<file path="src/rtl/cmd_ram_param_if.sv">
// cmd_ram_param_if: framed-command bus between the SPI slave and the command RAM
//   din      : {opcode[1:0], payload[DATA_WIDTH-1:0]} from the SPI slave
//   rx_valid : din qualifier, one command per cycle while high
//   dout     : read data back to the SPI slave
//   tx_valid : one-cycle pulse, dout valid while high
//   err      : one-cycle pulse on a protocol violation
interface cmd_ram_param_if #(
    parameter int DATA_WIDTH = 8
);
    logic [DATA_WIDTH+1:0] din;
    logic                  rx_valid;
    logic [DATA_WIDTH-1:0] dout;
    logic                  tx_valid;
    logic                  err;

    modport master (output din, rx_valid, input dout, tx_valid, err);
    modport slave  (input din, rx_valid, output dout, tx_valid, err);
endinterface

</file>
<file path="src/rtl/cmd_ram_param.sv">
// cmd_ram_param: command-decoded single-port RAM with optional burst auto-increment
//   clk   : system clock, rising edge
//   rst_n : asynchronous active-low reset (memory contents survive reset)
//   bus   : slave side of cmd_ram_param_if (din/rx_valid in, dout/tx_valid/err out)
module cmd_ram_param #(
    parameter int ADDR_WIDTH = 8,
    parameter int DATA_WIDTH = 8,
    parameter int AUTO_INC   = 1
) (
    input  logic               clk,
    input  logic               rst_n,
    cmd_ram_param_if.slave     bus
);
    localparam int DEPTH = 2 ** ADDR_WIDTH;

    if (DATA_WIDTH < ADDR_WIDTH) begin : g_bad_width
        $error("cmd_ram_param: DATA_WIDTH must be >= ADDR_WIDTH");
    end

    typedef enum logic [1:0] {WR_ADDR, WR_DATA, RD_ADDR, RD_DATA} op_e;

    logic [DATA_WIDTH-1:0] mem [DEPTH];
    op_e                   op;
    logic [DATA_WIDTH-1:0] payload;
    logic [ADDR_WIDTH-1:0] step;
    logic [ADDR_WIDTH-1:0] wr_ptr_q, wr_ptr_d, rd_ptr_q, rd_ptr_d;
    logic                  wr_armed_q, wr_armed_d, rd_armed_q, rd_armed_d;
    logic [DATA_WIDTH-1:0] dout_q, dout_d;
    logic                  tx_valid_q, tx_valid_d, err_q, err_d;
    logic                  we;

    assign op      = op_e'(bus.din[DATA_WIDTH+1:DATA_WIDTH]);
    assign payload = bus.din[DATA_WIDTH-1:0];
    // Pointer wrap modulo depth falls out of the ADDR_WIDTH-bit add
    assign step    = (AUTO_INC != 0) ? ADDR_WIDTH'(1) : ADDR_WIDTH'(0);

    always_comb begin
        wr_ptr_d   = wr_ptr_q;
        rd_ptr_d   = rd_ptr_q;
        wr_armed_d = wr_armed_q;
        rd_armed_d = rd_armed_q;
        dout_d     = dout_q;
        tx_valid_d = 1'b0;
        err_d      = 1'b0;
        we         = 1'b0;
        if (bus.rx_valid) begin
            case (op)
                WR_ADDR: begin
                    wr_ptr_d   = payload[ADDR_WIDTH-1:0];
                    wr_armed_d = 1'b1;
                end
                WR_DATA: begin
                    we       = wr_armed_q;
                    wr_ptr_d = wr_armed_q ? wr_ptr_q + step : wr_ptr_q;
                    err_d    = !wr_armed_q;
                end
                RD_ADDR: begin
                    rd_ptr_d   = payload[ADDR_WIDTH-1:0];
                    rd_armed_d = 1'b1;
                end
                RD_DATA: begin
                    // Reads the pre-edge array value, so a same-edge write is not seen
                    dout_d     = rd_armed_q ? mem[rd_ptr_q] : dout_q;
                    rd_ptr_d   = rd_armed_q ? rd_ptr_q + step : rd_ptr_q;
                    tx_valid_d = rd_armed_q;
                    err_d      = !rd_armed_q;
                end
                default: ;
            endcase
        end
    end

    always_ff @(posedge clk or negedge rst_n) begin
        if (!rst_n) begin
            wr_ptr_q   <= '0;
            rd_ptr_q   <= '0;
            wr_armed_q <= 1'b0;
            rd_armed_q <= 1'b0;
            dout_q     <= '0;
            tx_valid_q <= 1'b0;
            err_q      <= 1'b0;
        end else begin
            wr_ptr_q   <= wr_ptr_d;
            rd_ptr_q   <= rd_ptr_d;
            wr_armed_q <= wr_armed_d;
            rd_armed_q <= rd_armed_d;
            dout_q     <= dout_d;
            tx_valid_q <= tx_valid_d;
            err_q      <= err_d;
        end
    end

    // No reset on the array: contents are retained across reset
    always_ff @(posedge clk) begin
        if (we) mem[wr_ptr_q] <= payload;
    end

    assign bus.dout     = dout_q;
    assign bus.tx_valid = tx_valid_q;
    assign bus.err      = err_q;
endmodule

</file>
<file path="src/flat_wrapper.sv">
// flat-port wrapper written by rule: the top's interface ports become plain ports
module cmd_ram_param_flat 
#(
    parameter int ADDR_WIDTH = 8,
    parameter int DATA_WIDTH = 8,
    parameter int AUTO_INC   = 1
)
  (clk, rst_n, bus_din, bus_rx_valid, bus_dout, bus_tx_valid, bus_err);
  cmd_ram_param_if #(.DATA_WIDTH(DATA_WIDTH)) bus_i ();
  input  logic clk;
  input  logic rst_n;
  input wire logic [$bits(bus_i.din)-1:0] bus_din;
  input wire logic [$bits(bus_i.rx_valid)-1:0] bus_rx_valid;
  output wire logic [$bits(bus_i.dout)-1:0] bus_dout;
  output wire logic [$bits(bus_i.tx_valid)-1:0] bus_tx_valid;
  output wire logic [$bits(bus_i.err)-1:0] bus_err;
  assign bus_i.din = bus_din;
  assign bus_i.rx_valid = bus_rx_valid;
  assign bus_dout = bus_i.dout;
  assign bus_tx_valid = bus_i.tx_valid;
  assign bus_err = bus_i.err;
  cmd_ram_param #(.ADDR_WIDTH(ADDR_WIDTH), .DATA_WIDTH(DATA_WIDTH), .AUTO_INC(AUTO_INC)) u_core (.clk(clk), .rst_n(rst_n), .bus(bus_i));
endmodule
</file>
<file path="config.mk">
export PLATFORM = sky130hd
export DESIGN_NAME = cmd_ram_param_flat
export DESIGN_NICKNAME = d
export VERILOG_FILES = /design/src/rtl/cmd_ram_param_if.sv /design/src/rtl/cmd_ram_param.sv /design/src/flat_wrapper.sv
export SDC_FILE = /design/constraint.sdc
export NUM_CORES = 2
export LEC_CHECK = 0
export CELL_PAD_IN_SITES_DETAIL_PLACEMENT = 0
export CELL_PAD_IN_SITES_GLOBAL_PLACEMENT = 1
export CORE_ASPECT_RATIO = 1.2
export CORE_UTILIZATION = 56
export DETAILED_ROUTE_END_ITERATION = 10
export PLACE_DENSITY = 0.9
export REMOVE_ABC_BUFFERS = 1
export SLEW_MARGIN = 40
export SYNTH_ARGS = -nofsm -noshare
export SYNTH_HDL_FRONTEND = slang
export SYNTH_SLANG_ARGS = --single-unit
</file>
<file path="constraint.sdc">
create_clock -name clk -period 2.95 [get_ports clk]
set_input_delay 0.59 -clock clk [delete_from_list [all_inputs] [get_ports clk]]
set_output_delay 0.59 -clock clk [all_outputs]
set_load 0.005 [all_outputs]
</file>
# Word-level counts from Yosys, hierarchy flattened
# Memories as Yosys holds them, arrays and structs flattened. A register that Yosys moved wholly into a read port is not among the register bits.
# Cells that the tools add are included.
[word_totals]
register_bits = 20
ramBits = 2048
in_bits = 13
output_inout_bits = 10
word_cells = 37
memories = 1
[classes]
addsub = 2
eq_ne = 5
muxes = 12
n_reduce_logical = 11
[mem_list]
columns = ["memory", "words", "width", "rd", "rd_ports_with_merged_regs", "wr", "line_no", "rtl"]
rows = [
  ["u_core.mem", 256, 8, 1, 1, 1, "cmd_ram_param.sv:22", "logic [DATA_WIDTH-1:0] mem [DEPTH];"],
]
[ops]
columns = ["cell", "n"]
rows = [
  ["8-bit case mux with 2 select lines", 2],
  ["8-bit by 1-bit adder with 8-bit output, second input constant", 2],
  ["8-bit 2-to-1 mux", 2],
  ["3-bit AND reduction", 3],
  ["1-bit 2-to-1 mux", 7],
  ["2-bit == test, second input constant", 2],
  ["2-bit by 1-bit inequality test with 1-bit output, second input constant", 2],
  ["2-bit AND reduction", 2],
  ["2-bit nonzero test", 2],
  ["1-bit logical NOT", 3],
  ["2-bit by 1-bit == test with 1-bit output, second input constant", 1],
  ["2-bit logical NOT", 1],
  ["1-bit case mux with 2 select lines", 1],
]

# Depth between registers and ports, before layout
[depth]
depth_word = 5
mapped_depth = 13
depth_no_buf = 7

# Worst setup path after synthesis
# Ideal clock, no wire load.
[synth_path]
path_kind = "in2reg"
from = "input port bus_din[9]"
to = "memory u_core.mem[235][0], enable pin"
setup_ns = 0.370
arrival_ns = 2.552
required_time_ns = 2.580
slack_ns = 0.028
cell_stages = 9
n_path_buf = 4
path_cell_list = "clkbuf_1 > nand2b_1 > a21o_1 > clkbuf_1 > nor2_1 > clkbuf_1 > nand3_1 > clkbuf_1 > nor2_1"
[synth_between]
elab_chain_len = 5
[synth_rtl]
columns = ["element", "line_no", "rtl"]
rows = [
  ["start: declaration", "flat_wrapper.sv:12", "input wire logic [$bits(bus_i.din)-1:0] bus_din;"],
  ["2-bit by 1-bit == test with 1-bit output", "cmd_ram_param.sv:47", "case (op)"],
  ["1-bit 2-to-1 mux", "cmd_ram_param.sv:47", ""],
  ["1-bit 2-to-1 mux", "cmd_ram_param.sv:46", "if (bus.rx_valid) begin"],
  ["1-bit 2-to-1 mux", "cmd_ram_param.sv:95", "if (we) mem[wr_ptr_q] <= payload;"],
  ["1-bit 2-to-1 mux (implied by the code)", "cmd_ram_param.sv:95", ""],
  ["end: declaration", "cmd_ram_param.sv:22", ""],
]
# No other way between the ends.

==> impl_metrics.toml <==
[outcome]
status = "finished with violations"
violations = "setup timing"

[global_routing]
grt_pass1_vias = 46500
grt_max_degree = 113
grt_usage_pct = 30.6
grt_remaining_overflow = 0
grt_pass1_wl_mm = 322
antenna_found_initial = 5

[synth]
syn_area_per_cell_um2 = 19.8
synth.most_common_cell = "edfxtp_1"
yosys-top-cells-count = "edfxtp_1, mux4_2, mux2i_1, nor2_1, nand2_1"
yosys_warnings = 0
synth_area_leaders = "edfxtp_1, mux4_2, mux2i_1, nor2_1, dfrtp_1"
syn_area_um2 = 81900
synth_ff_type = "edfxtp_1"
synth_edf_count = 2048
yosys.area.top_type = "edfxtp_1"
synth_seq_cells = 2076
synth_top_area_share_pct = 75.1
yosysSeqAreaShare_pct = 75.9
async_flop_share_pct = 1.35
synth.distinct_cells = 73
netlist_instances = 4148

[sta]
fin_crit_ns = 3.09
fin_skew_ns = 0.0375
fin_ws_ns = -0.137
hold_violations = 0
fmax_mhz = 324
post-route-period-util_pct = 105
rsz0062_at_grt = "yes"
worst_pin_slew_ns = 0.854
setup_viol = 6
drv_slew = 0
relSlewSlack_pct = 42.9

[floorplan]
core_area_um2 = 145000
ioPinCount = 23
rows = 153
die_h_um = 421
die_w_um = 351
start_util_pct = 56.5
dieArea_um2 = 148000

[clock_network]
cts_tree = "done"
clock_path_buffers = 3
root_buffer = "clkbuf_16"
cts_buffers = 184
clock_sinks = 2076
htree_levels = 4
clkSlewWorstSetupHoldPaths_ns = 0.07
insertion_delay_ns = 0.83

[detailed_routing]
wl_met2_mm = 109
wl_met3_mm = 25.8
wl_per_cell_um = 32.5
route.detailed.drc = 0
num_vias = 46700
routed_via_density = 6.71
routed_wl_mm = 226
ant_nets = 0
wl_met1_mm = 73.9
highest_layer = "met5"
drt-initial-drc-count = 7499
drtPass1Iterations = 8

[worst_setup_path]
cpMaxStageDelayCell = "a221oi_1"
critPathRequiredTime_ns = 3.73
crit_fanout = 8
crit_path_start_kind = "flop"
slowest_delay_ns = 0.54
critPathTopFamily = "compound AO/OA/AOI/OAI gates"
crit_type = "reg2reg"
cpMostUsedCell = "buf_12"
cp_data_arrival_time_ns = 3.86
crit_chain = "buf_8, buf_12, buf_12, buf_16, mux2i_1, a221oi_1, o21ai_0, a21oi_1, nor3_4, a311oi_4, buf_4, a211o_1"
path_buf_inv = 5
cp-end-kind = "flop"

[placed_design]
dp_hpwl_mm = 140
gp_congestion = 0.938
placed_area_um2 = 89300
dp_slack_ns = -0.490
port_buffers = 22

[power]
irDropWorstVdd_uv = 612
leakagePower_uw = 0.0319
p_per_area_nw_per_um2 = 695

[flow_run]
drv_cap = 0

[finish]
nFillCells = 8857
syn2layout_area_growth_pct = 17.6
final_nets = 4888
drive_gt1_share_pct = 30.1
design_area_um2 = 96400

[worst_hold_path]
hold_path.class = "in2reg"
-- state kept, by name, summed over array words and instances (netlist names) --
register / flops
u_core.bus.dout: 8
u_core.bus.err: 1
u_core.bus.tx_valid: 1
u_core.mem: 2048
u_core.rd_armed_q: 1
u_core.rd_ptr_q: 8
u_core.wr_armed_q: 1
u_core.wr_ptr_q: 8
-- cell type report --
type	count	area (µm²)	share of cell area, %
Clock inverter	97	923	0.958
Tap cell	1937	2420	2.52
Timing Repair Buffer	796	7470	7.75
Inverter	12	50.0	0.0519
Clock buffer	241	4970	5.16
Antenna cell	2	5.00	0.00519
Multi-Input combinational cell	1800	18300	19.0
Sequential cell	2076	62200	64.6
-- worst register-to-register path, stage by stage (launching register included) --
cell and delay, ns:
dfrtp_4 0.52, buf_8 0.17, buf_12 0.15, buf_12 0.16, buf_16 0.16, mux2i_1 0.12, a221oi_1 0.54, o21ai_0 0.16
a21oi_1 0.27, nor3_4 0.09, a311oi_4 0.39, buf_4 0.22, a211o_1 0.10
-- final timing paths --
kind | start | end | slack, ns | cells past startpoint
max | u_core.rd_ptr_q[0]$_DFFE_PN0P_ | u_core.bus.dout[1]$_DFFE_PN0P_ | -0.14 | 12
min | bus_din[1] | u_core.mem[204][1]$_DFFE_PP_ | 0.20 | 1
max reg2reg | u_core.rd_ptr_q[0]$_DFFE_PN0P_ | u_core.bus.dout[1]$_DFFE_PN0P_ | -0.14 | 12
min reg2reg | u_core.wr_armed_q$_DFFE_PN0P_ | u_core.wr_armed_q$_DFFE_PN0P_ | 0.51 | 2
max in group asynchronous | rst_n | u_core.rd_ptr_q[3]$_DFFE_PN0P_ | 2.16 | 2
min in group asynchronous | rst_n | u_core.rd_ptr_q[0]$_DFFE_PN0P_ | 0.32 | 2
-- cell families (layout without fill, tap and decap cells) --
| group | count (synthesis) | count (layout) | synth area share (%) |
|---|---|---|---|
| AOI/OAI and AO/OA | 483 | 483 | 4.13 |
| adders and majority gates | 5 | 5 | 0.0763 |
| muxes | 727 | 727 | 14.6 |
| other | 0 | 2 | 0 |
| buffers and inverters | 272 | 1146 | 2.26 |
| DFF | 2076 | 2076 | 75.9 |
| and+or+nand+nor | 585 | 585 | 3.01 |
-- through the flow --
step / setup TNS [ns] / util (%) / power, µW / hold slack [ns] / instances
global route: -0.452 / 66.4 / 68300 / 0.184 / 6959
detailed placement: -114.23 / 61.6 / 42900 / 0.489 / 6567
floorplan: -354.99 / - / 38800 / 0.294 / 3888
finish: -0.298 / 66.4 / 67000 / 0.195 / 6961
CTS: -0.0112 / 66.0 / 66500 / 0.150 / 6927
global placement: -45.53 / 61.6 / 42800 / 0.477 / 6567
-- routing by layer --
metal | up-vias | GRT usage (%)
met5 | - | 0
met1 | 23500 | 38.1
met4 | 6 | 19.9
met2 | 3836 | 48.7
li1 | 18500 | -
met3 | 860 | 6.69
-- cells in the final DEF, fill, tap and decap left out, drive strengths merged, types with 4 or more instances in the layout --
cell type	count
and2	9
a211o	6
bufinv	13
dfrtp	28
buf	769
mux2i	346
nor3	36
edfxtp	2048
nand3	52
a21o	5
inv	17
a2111oi	4
clkbuf	253
mux4	373
a221oi	26
nand2	150
a211oi	22
mux2	8
clkdlybuf4s50	13
o311ai	10
clkinv	77
o22ai	56
nand2b	12
ha	5
and3	4
o31ai	9
a22oi	30
a311oi	5
a31oi	22
or3	5
o32ai	8
o221ai	84
o21ai	56
nor2b	14
a21oi	117
nor2	293
-- timing repair --
| item | CTS | global route |
|---|---|---|
| hold buffers | 1 | 0 |
| gates resized for setup | 48 | 66 |
| setup endpoints to repair | 8 | 8 |
| cloned | 3 | 4 |
| setup buffers | 19 | 31 |
| endpoints found under the hold margin | 28 | 0 |
| pin swaps | 9 | 11 |
-- power breakdown --
part           switching (µW)  leakage [µW]  internal, µW
Combinational            6080        0.0103          4460
Clock                   10700       0.00289         13100
Sequential                242        0.0187         32500
Total                   17000        0.0319         50000
No activity file was read; power rests on OpenSTA's default activity.
